<file path="src/rtl/sevseg_scan_ctrl.sv">
// -----------------------------------------------------------------------------
// sevseg_scan_ctrl
//
// Time-multiplexed scan controller for a multi-digit seven-segment display.
// Holds a {dp, hex} entry per digit, walks the 3-bit digit select that feeds
// the 3-to-8 digit-enable decoder, and puts a blanking gap in front of every
// digit so that the previous digit's segments never ghost onto the next one.
//
// Parameters:
//   NUM_DIGITS    digits scanned, 1..8
//   CLK_DIV       cycles each digit is shown, >= 1
//   BLANK_CYCLES  dark cycles before each digit, >= 1
//
// Ports:
//   clk         system clock, rising edge
//   rst         synchronous active-high reset
//   wr_en       write strobe, one digit per cycle
//   wr_addr     digit index to write (indices >= NUM_DIGITS are ignored)
//   wr_data     hex value for that digit
//   wr_dp       decimal point for that digit
//   digit_on    per-digit enable mask, sampled live
//   sel         digit select to the decoder (sel[2]=a, sel[1]=b, sel[0]=c)
//   dig_en      decoder output gate, 1 = selected digit lit
//   seg         active-high segments, seg[0]=a .. seg[6]=g
//   dp          active-high decimal point
//   frame_done  one-cycle pulse after sel wraps back to digit 0
// -----------------------------------------------------------------------------
module sevseg_scan_ctrl #(
    parameter int NUM_DIGITS   = 8,
    parameter int CLK_DIV      = 50000,
    parameter int BLANK_CYCLES = 500
) (
    input  logic       clk,
    input  logic       rst,
    input  logic       wr_en,
    input  logic [2:0] wr_addr,
    input  logic [3:0] wr_data,
    input  logic       wr_dp,
    input  logic [7:0] digit_on,
    output logic [2:0] sel,
    output logic       dig_en,
    output logic [6:0] seg,
    output logic       dp,
    output logic       frame_done
);

    // One shared counter covers both phases, so it is sized for the longer.
    localparam int CNT_MAX = (CLK_DIV > BLANK_CYCLES) ? CLK_DIV : BLANK_CYCLES;
    localparam int CNT_W   = $clog2(CNT_MAX + 1);

    localparam logic [CNT_W-1:0] CNT_ONE   = CNT_W'(1);
    localparam logic [CNT_W-1:0] BLANK_END = CNT_W'(BLANK_CYCLES);
    localparam logic [CNT_W-1:0] SHOW_END  = CNT_W'(CLK_DIV);
    localparam logic [2:0]       LAST_SEL  = 3'(NUM_DIGITS - 1);
    localparam logic [3:0]       NUM_DIG_L = 4'(NUM_DIGITS);

    typedef enum logic {
        ST_BLANK = 1'b0,
        ST_SHOW  = 1'b1
    } state_t;

    typedef struct packed {
        logic       dp;
        logic [3:0] hex;
    } entry_t;

    // Hex digit to active-high segment pattern, seg[0]=a .. seg[6]=g.
    function automatic logic [6:0] hex_to_seg(input logic [3:0] h);
        logic [6:0] s;
        case (h)
            4'h0:    s = 7'h3F;
            4'h1:    s = 7'h06;
            4'h2:    s = 7'h5B;
            4'h3:    s = 7'h4F;
            4'h4:    s = 7'h66;
            4'h5:    s = 7'h6D;
            4'h6:    s = 7'h7D;
            4'h7:    s = 7'h07;
            4'h8:    s = 7'h7F;
            4'h9:    s = 7'h6F;
            4'hA:    s = 7'h77;
            4'hB:    s = 7'h7C;
            4'hC:    s = 7'h39;
            4'hD:    s = 7'h5E;
            4'hE:    s = 7'h79;
            default: s = 7'h71;
        endcase
        return s;
    endfunction

    // -------------------------------------------------------------------------
    // State
    // -------------------------------------------------------------------------
    state_t                state_q, state_d;
    logic [CNT_W-1:0]      cnt_q, cnt_d;
    logic [2:0]            sel_q, sel_d;
    logic                  dig_en_q, dig_en_d;
    logic [6:0]            seg_q, seg_d;
    logic                  dp_q, dp_d;
    logic                  frame_done_q, frame_done_d;
    // Eight slots so the 3-bit select indexes exactly; slots at or above
    // NUM_DIGITS are never written and stay zero.
    entry_t [7:0]          rf_q, rf_d;

    entry_t                cur_entry;
    logic                  lit;

    // -------------------------------------------------------------------------
    // Scan sequencing
    //
    // cnt counts cycles already spent in the current state; reset leaves it
    // at 0 and every state change reloads it to 1. That makes the first blank
    // after reset release end at the same edge offset as every later blank.
    // -------------------------------------------------------------------------
    always_comb begin
        state_d      = state_q;
        cnt_d        = cnt_q + CNT_ONE;
        sel_d        = sel_q;
        frame_done_d = 1'b0;

        case (state_q)
            ST_BLANK: begin
                if (cnt_q == BLANK_END) begin
                    state_d = ST_SHOW;
                    cnt_d   = CNT_ONE;
                end
            end
            ST_SHOW: begin
                if (cnt_q == SHOW_END) begin
                    state_d = ST_BLANK;
                    cnt_d   = CNT_ONE;
                    // sel only moves on the SHOW->BLANK edge, so it never
                    // changes while a digit is lit.
                    if (sel_q == LAST_SEL) begin
                        sel_d        = 3'd0;
                        frame_done_d = 1'b1;
                    end else begin
                        sel_d = sel_q + 3'd1;
                    end
                end
            end
            default: begin
                state_d = ST_BLANK;
                cnt_d   = CNT_ONE;
            end
        endcase
    end

    // -------------------------------------------------------------------------
    // Register file writes; no back-pressure, accepted in every state.
    // -------------------------------------------------------------------------
    always_comb begin
        rf_d = rf_q;
        if (wr_en && ({1'b0, wr_addr} < NUM_DIG_L)) begin
            rf_d[wr_addr] = '{dp: wr_dp, hex: wr_data};
        end
    end

    // -------------------------------------------------------------------------
    // Output encode. Outputs are registered from the next state, so a write
    // to the shown digit is seen from the stored copy one edge later, and a
    // digit_on change shows up on dig_en after the edge that samples it.
    // -------------------------------------------------------------------------
    always_comb begin
        cur_entry = rf_q[sel_d];
        lit       = (state_d == ST_SHOW) && digit_on[sel_d];
        dig_en_d  = lit;
        seg_d     = lit ? hex_to_seg(cur_entry.hex) : 7'h00;
        dp_d      = lit & cur_entry.dp;
    end

    always_ff @(posedge clk) begin
        if (rst) begin
            state_q      <= ST_BLANK;
            cnt_q        <= '0;
            sel_q        <= 3'd0;
            dig_en_q     <= 1'b0;
            seg_q        <= 7'h00;
            dp_q         <= 1'b0;
            frame_done_q <= 1'b0;
            rf_q         <= '0;
        end else begin
            state_q      <= state_d;
            cnt_q        <= cnt_d;
            sel_q        <= sel_d;
            dig_en_q     <= dig_en_d;
            seg_q        <= seg_d;
            dp_q         <= dp_d;
            frame_done_q <= frame_done_d;
            rf_q         <= rf_d;
        end
    end

    assign sel        = sel_q;
    assign dig_en     = dig_en_q;
    assign seg        = seg_q;
    assign dp         = dp_q;
    assign frame_done = frame_done_q;

endmodule

</file>
<file path="config.mk">
export PLATFORM = sky130hd
export DESIGN_NAME = sevseg_scan_ctrl
export DESIGN_NICKNAME = d
export VERILOG_FILES = /design/src/rtl/sevseg_scan_ctrl.sv
export SDC_FILE = /design/constraint.sdc
export NUM_CORES = 1
export LEC_CHECK = 0
export ABC_AREA = 1
export CORE_ASPECT_RATIO = 1.4
export CORE_UTILIZATION = 55
export CTS_BUF_LIST = sky130_fd_sc_hd__clkbuf_8 sky130_fd_sc_hd__clkbuf_16
export CTS_CLUSTER_SIZE = 25
export DETAILED_ROUTE_END_ITERATION = 12
export GPL_TIMING_DRIVEN = 0
export PLACE_DENSITY = 0.81
export SLEW_MARGIN = 15
export SYNTH_ARGS = -nofsm -noshare
export SYNTH_HDL_FRONTEND = slang
export SYNTH_SLANG_ARGS = --single-unit
</file>
<file path="constraint.sdc">
create_clock -name clk -period 3 [get_ports clk]
set_input_delay 0.6 -clock clk [delete_from_list [all_inputs] [get_ports clk]]
set_output_delay 0.6 -clock clk [all_outputs]
set_load 0.05 [all_outputs]
</file>
==> impl_metrics.json, run 1 <==
{
  "cts_tree": "built",
  "vias": 3363,
  "status": "complete, no violations",
  "drv_slew": 0,
  "antenna_found_initial": 0,
  "vdd_drop_max_uv": 442,
  "hold_viol": 0,
  "min_period_over_period_pct": 88.5,
  "std_cell_rows": 34,
  "drc_errors": 0,
  "min_from": "rf_q[16]",
  "timing.rr.end": "seg[3]",
  "finish.instance_area_sq_um": 4110,
  "cp_max_fo": 9,
  "finClkSkew_ns": 0.0127,
  "cts.path.max_buffers": 2,
  "avgSynthCellArea_sq_um": 6.84,
  "cts_setup_buffers": 0,
  "grt_pass1_wl_um": 13700,
  "overflow": 0,
  "slew_headroom_pct": 65.4,
  "regArea_sq_um": 1400,
  "grt_usage_pct": 26.0,
  "wl_um": 8370,
  "cts_resized": 0,
  "syn-cell-area_sq_um": 3500,
  "synth_edf_count": 0,
  "required_ns": 3.24,
  "ys_types": 34,
  "instances_no_fill": 627,
  "syn-instance-count": 512,
  "htree_levels": 3,
  "n_antenna_cell": 0,
  "rsz0062_at_grt": "no",
  "leakagePower_nw": 1.71,
  "cp-end-kind": "flip-flop",
  "layout_setup_ws_ns": 0.344,
  "holdWs_ns": 0.464,
  "drive_gt1_share_pct": 8.83,
  "grt_pass1_vias": 3121,
  "clk_pin_slew_ns": 0.08,
  "nFillCells": 528,
  "viasPerCell": 5.36,
  "place.gp.congestion": 0.911,
  "rr_worst_depth": 18,
  "yosysWarnings": 0,
  "drtPass1Iterations": 4,
  "synth.net_count": 538,
  "r2r_slack_ns": 0.34,
  "numCtsBuffers": 9,
  "ys_seq_elements": 70,
  "initial_core_util_pct": 56.8,
  "post-place-ws_ns": 0.375,
  "worst_pin_slew_ns": 0.518,
  "placed_area_sq_um": 3860,
  "clock_latency_ns": 0.36,
  "wl_per_cell_um": 13.4,
  "power.density_nw_per_um2": 494,
  "syn_to_final_growth_pct": 17.3,
  "async_flop_share_pct": 0,
  "dieArea_sq_um": 6700,
  "core_sq_um": 6170,
  "postRouteAntennaNets": 0,
  "io-pin-count": 32,
  "maxCapViolCount": 0,
  "tns_ns": 0,
  "initialDrtViolationCount": 200,
  "place_hpwl_um": 6120,
  "hold_class": "flip-flop to flip-flop",
  "setup-violations-final": 0,
  "die_w_um": 69.4,
  "r2r-start": "cnt_q[0]",
  "die_h_um": 96.4,
  "holdPathStages": 2,
  "dp.cells": 611,
  "port_buffers": 27,
  "worstHoldEndpoint": "rf_q[16]",
  "timing.fmax_mhz": 376,
  "period_minus_slack_ns": 2.66,
  "cp.arrival_ns": 2.90,
  "grt_max_degree": 14,
  "clk_root_buffer_cell": "clkbuf_8",
  "multiInputGateArea_sq_um": 1790,
  "startpoint_type": "flip-flop",
  "worstSetupPathType": "flip-flop to flip-flop",
  "nets": 576,
  "synth-seq-area-share_pct": 40.0,
  "ys_dominant_reg_cell": "dfxtp_1",
  "hold_buffers": 0,
  "cts_sinks": 70
}
-- registers in the layout, indices dropped and copies added, names as in the netlist --
signal / cells
state_q: 1
dig_en: 1
seg: 7
sel: 3
dp: 1
frame_done: 1
rf_q: 40
cnt_q: 16
-- layout make-up --
cell class                      count  share of cell area [%]
Buffer                             16                    2.25
Timing Repair Buffer               27                    6.58
Sequential cell                    70                    34.1
Clock inverter                      7                    2.95
Multi-Input combinational cell    369                    43.7
Tap cell                           72                    2.19
Inverter                           57                    5.21
Clock buffer                        9                    3.02
-- Yosys cell counts (3+ instances only) --
master    count  share of area [%]
nor2_1      113                 12
nand2_1      84                9.0
dfxtp_1      70                 40
nand3_1      53                7.6
inv_1        52                5.6
o21ai_0      40                5.7
a21oi_1      18                2.6
ha_1          7                2.5
nand2_2       7                1.3
nor3_1        6               0.86
clkbuf_1      5               0.54
inv_2         5               0.54
nand3b_1      5                1.1
nand4_1       5               0.89
buf_1         4               0.43
nand2_4       4                1.3
buf_6         3               0.96
nand3_2       3               0.86
xnor2_1       3               0.75
xor2_1        3               0.75
-- logic make-up after synthesis --
family	count (synthesis)	share of synthesized area [%]
AOI/OAI and AO/OA	69	10.5
xor gates and xnor gates	6	1.50
DFF	70	40.0
adders and majority gates	7	2.50
and+or+nand+nor	287	36.7
buffers and inverters	73	8.75
-- power by group --
part	total [mW]	internal [mW]	switching, mW
clock network	0.937	0.556	0.380
logic	0.130	0.0513	0.0786
registers	0.962	0.951	0.0114
-- how the worst max path moves through the flow --
stage	from	endpoint	slack, ns	cells after the start
after floorplan	sel[0]	seg[3]	0.48	15
after global placement	cnt_q[0]	seg[3]	0.39	18
after detailed placement	cnt_q[0]	seg[3]	0.37	18
after CTS	cnt_q[0]	seg[3]	0.34	18
after global routing	cnt_q[8]	seg[5]	0.11	16
final	cnt_q[0]	seg[3]	0.34	18
-- metrics by stage --
stage               total power [mW]  util [%]
global route                    2.08      66.6
floorplan                       1.06         -
detailed placement              1.11      62.6
CTS                             2.03      66.6
global placement                1.11      62.6
finish                          2.03      66.6
-- routing by layer --
layer  track usage (%)  vias up  share of wire [%]
met1              28.3     1546                 42
li1                  -     1720                  -
met5                 0        -                  0
met4              13.9        0                2.6
met3              4.67       22                3.9
met2              48.3       75                 51
-- worst max-delay path: stages, from the launching register on --
cell     delay (ns)
dfxtp_1        0.36
inv_1          0.07
ha_1           0.22
nand2_1        0.07
inv_1          0.03
nand2_1        0.09
nor2_4         0.05
nand3_2        0.12
inv_1          0.09
o21ai_2        0.40
inv_2          0.20
nand3_1        0.15
nand2_2        0.11
inv_1          0.12
ha_1           0.24
inv_1          0.05
nand2_1        0.05
nand3_1        0.08
a21oi_1        0.06
-- layout by cell type (no fill, tap or decap), types with 2 or more instances in the layout --
cell             count
o21ai_0             40
nor2_1             113
nand2_2              7
inv_1               52
nor2_4               2
nand2_1             84
o21ai_2              2
a21oi_1             18
buf_6                3
xnor2_1              3
o21ai_1              2
clkbuf_8             9
buf_1                4
inv_2                5
buf_2                2
bufinv_16            3
clkdlybuf4s50_1     27
a211oi_1             2
xor2_1               3
ha_1                 7
nand3b_1             5
nor3b_1              2
dfxtp_1             70
nand3_1             53
nand3_2              3
buf_4                2
clkinv_4             2
nand4_1              5
nand2_4              4
clkbuf_1             5
nor3_1               6
a31oi_1              2
No activity file was read; power rests on OpenSTA's default activity.
==> run 2: changes to the inputs <==
--- a/config.mk
+++ b/config.mk
@@ -12,7 +12,7 @@
 export CTS_CLUSTER_SIZE = 25
 export DETAILED_ROUTE_END_ITERATION = 12
 export GPL_TIMING_DRIVEN = 0
-export PLACE_DENSITY = 0.81
+export PLACE_DENSITY = 0.82
 export SLEW_MARGIN = 15
 export SYNTH_ARGS = -nofsm -noshare
 export SYNTH_HDL_FRONTEND = slang
==> run 2 against run 1 <==
  * Total power is 8.3% lower
  * Core utilization decreased by 0.75 points
  * Maximum frequency down 1.9%
  * Global-route usage up 1.1 points
  * Flip-flop and latch count did not move
  * First-iteration DRC count fell by 28%
==> impl_metrics.json, run 2 (synthesis results as in run 1) <==
{
  "viasPerCell": 5.51,
  "r2r_slack_ns": 0.29,
  "initial_core_util_pct": 56.8,
  "holdWs_ns": 0.460,
  "cp-end-kind": "flip-flop",
  "power.density_nw_per_um2": 458,
  "timing.fmax_mhz": 369,
  "numCtsBuffers": 9,
  "startpoint_type": "flip-flop",
  "cp.arrival_ns": 2.95,
  "antenna_found_initial": 0,
  "clk_root_buffer_cell": "clkbuf_8",
  "dp.cells": 611,
  "vdd_drop_max_uv": 334,
  "initialDrtViolationCount": 144,
  "vias": 3454,
  "final_cell_mix": "113 x nor2_1, 84 x nand2_1, 70 x dfxtp_1",
  "largest_register_ffs": 40,
  "die_h_um": 96.4,
  "cts_tree": "built",
  "instances_no_fill": 627,
  "n_antenna_cell": 0,
  "die_w_um": 69.4,
  "hold_viol": 0,
  "clk_pin_slew_ns": 0.08,
  "cts_resized": 0,
  "slew_headroom_pct": 64.8,
  "std_cell_rows": 34,
  "nFillCells": 533,
  "leakagePower_nw": 1.69,
  "wl_per_cell_um": 13.6,
  "worst_pin_slew_ns": 0.527,
  "dieArea_sq_um": 6700,
  "drv_slew": 0,
  "min_period_over_period_pct": 90.3,
  "core_sq_um": 6170,
  "status": "complete, no violations",
  "hold_buffers": 0,
  "wl_um": 8530,
  "setup-violations-final": 0,
  "grt_pass1_vias": 3206,
  "regMostFlops": "rf_q",
  "cts_setup_buffers": 0,
  "multiInputGateArea_sq_um": 1790,
  "drc_errors": 0,
  "clock_latency_ns": 0.36,
  "cts.path.max_buffers": 2,
  "place.gp.congestion": 0.898,
  "finClkSkew_ns": 0.0110,
  "drive_gt1_share_pct": 8.65,
  "grt_max_degree": 14,
  "required_ns": 3.24,
  "period_minus_slack_ns": 2.71,
  "hold_class": "flip-flop to flip-flop",
  "port_buffers": 27,
  "io-pin-count": 32,
  "place_hpwl_um": 6300,
  "maxCapViolCount": 0,
  "overflow": 0,
  "tns_ns": 0,
  "postRouteAntennaNets": 0,
  "rsz0062_at_grt": "no",
  "nets": 576,
  "grt_usage_pct": 27.1,
  "cp_max_fo": 9,
  "drtPass1Iterations": 7,
  "regArea_sq_um": 1400,
  "syn_to_final_growth_pct": 16.0,
  "htree_levels": 3,
  "grt_pass1_wl_um": 14200,
  "final_common_cell": "nor2_1",
  "worstSetupPathType": "flip-flop to flip-flop",
  "cts_sinks": 70,
  "power.total_mw": 1.86
}
[run 2: routing by layer]
| metal | share of wire [%] | wire length, um | global-route usage (%) | vias up |
|---|---|---|---|---|
| li1 | - | - | - | 1720 |
| met4 | 4.1 | 351 | 16.3 | 0 |
| met3 | 5.7 | 485 | 5.08 | 29 |
| met2 | 51 | 4340 | 49.1 | 127 |
| met5 | 0 | 0 | 0 | - |
| met1 | 39 | 3360 | 29.7 | 1578 |
[run 2: worst paths after layout]
kind	from	to	cells after the start
setup / recovery	cnt_q[0]	seg[3]	18
hold / removal	rf_q[26]	rf_q[26]	2
setup reg to reg	cnt_q[0]	seg[3]	18
hold reg to reg	rf_q[26]	rf_q[26]	2
[run 2: final cells by class]
type	instances	share of cell area (%)
Multi-Input combinational cell	369	44.2
Sequential cell	70	34.5
Timing Repair Buffer	27	6.65
Inverter	57	5.27
Clock buffer	9	3.05
Buffer	16	2.28
Tap cell	72	2.22
Clock inverter	7	1.85
[run 2: power by group]
part	internal [mW]	leakage, nW	switching, mW
sequential	0.951	0.567	0.0127
combinational	0.0513	1.02	0.0808
clock	0.386	0.0972	0.378
total	1.39	1.69	0.471
[run 2: metrics by stage]
step,util [%],worst slack [ns],area (sq um)
3_3_place_gp,62.6,0.413,3860
4_1_cts,65.8,0.298,4060
6_report,65.8,0.291,4060
5_1_grt,65.8,0.118,4060
2_1_floorplan,-,0.476,3500
3_5_place_dp,62.6,0.356,3860
[run 2: critical path, stage by stage (launching register included)]
cell	delay (ns)
dfxtp_1	0.35
inv_1	0.07
ha_1	0.22
nand2_1	0.08
inv_1	0.04
nand2_1	0.09
nor2_4	0.05
nand3_2	0.11
inv_1	0.08
o21ai_2	0.40
inv_2	0.21
nand3_1	0.16
nand2_2	0.12
inv_1	0.13
ha_1	0.24
inv_1	0.05
nand2_1	0.05
nand3_1	0.08
a21oi_1	0.06
==> run 3: changes to the inputs <==
--- a/config.mk
+++ b/config.mk
@@ -6,6 +6,7 @@
 export NUM_CORES = 1
 export LEC_CHECK = 0
 export ABC_AREA = 1
+export CAP_MARGIN = 20
 export CORE_ASPECT_RATIO = 1.4
 export CORE_UTILIZATION = 55
 export CTS_BUF_LIST = sky130_fd_sc_hd__clkbuf_8 sky130_fd_sc_hd__clkbuf_16
@@ -13,6 +14,7 @@
 export DETAILED_ROUTE_END_ITERATION = 12
 export GPL_TIMING_DRIVEN = 0
 export PLACE_DENSITY = 0.82
+export SKIP_LAST_GASP = 1
 export SLEW_MARGIN = 15
 export SYNTH_ARGS = -nofsm -noshare
 export SYNTH_HDL_FRONTEND = slang
==> results of run 3 <==
Same layout as run 2: the final DEF is identical, and so are final timing and power.
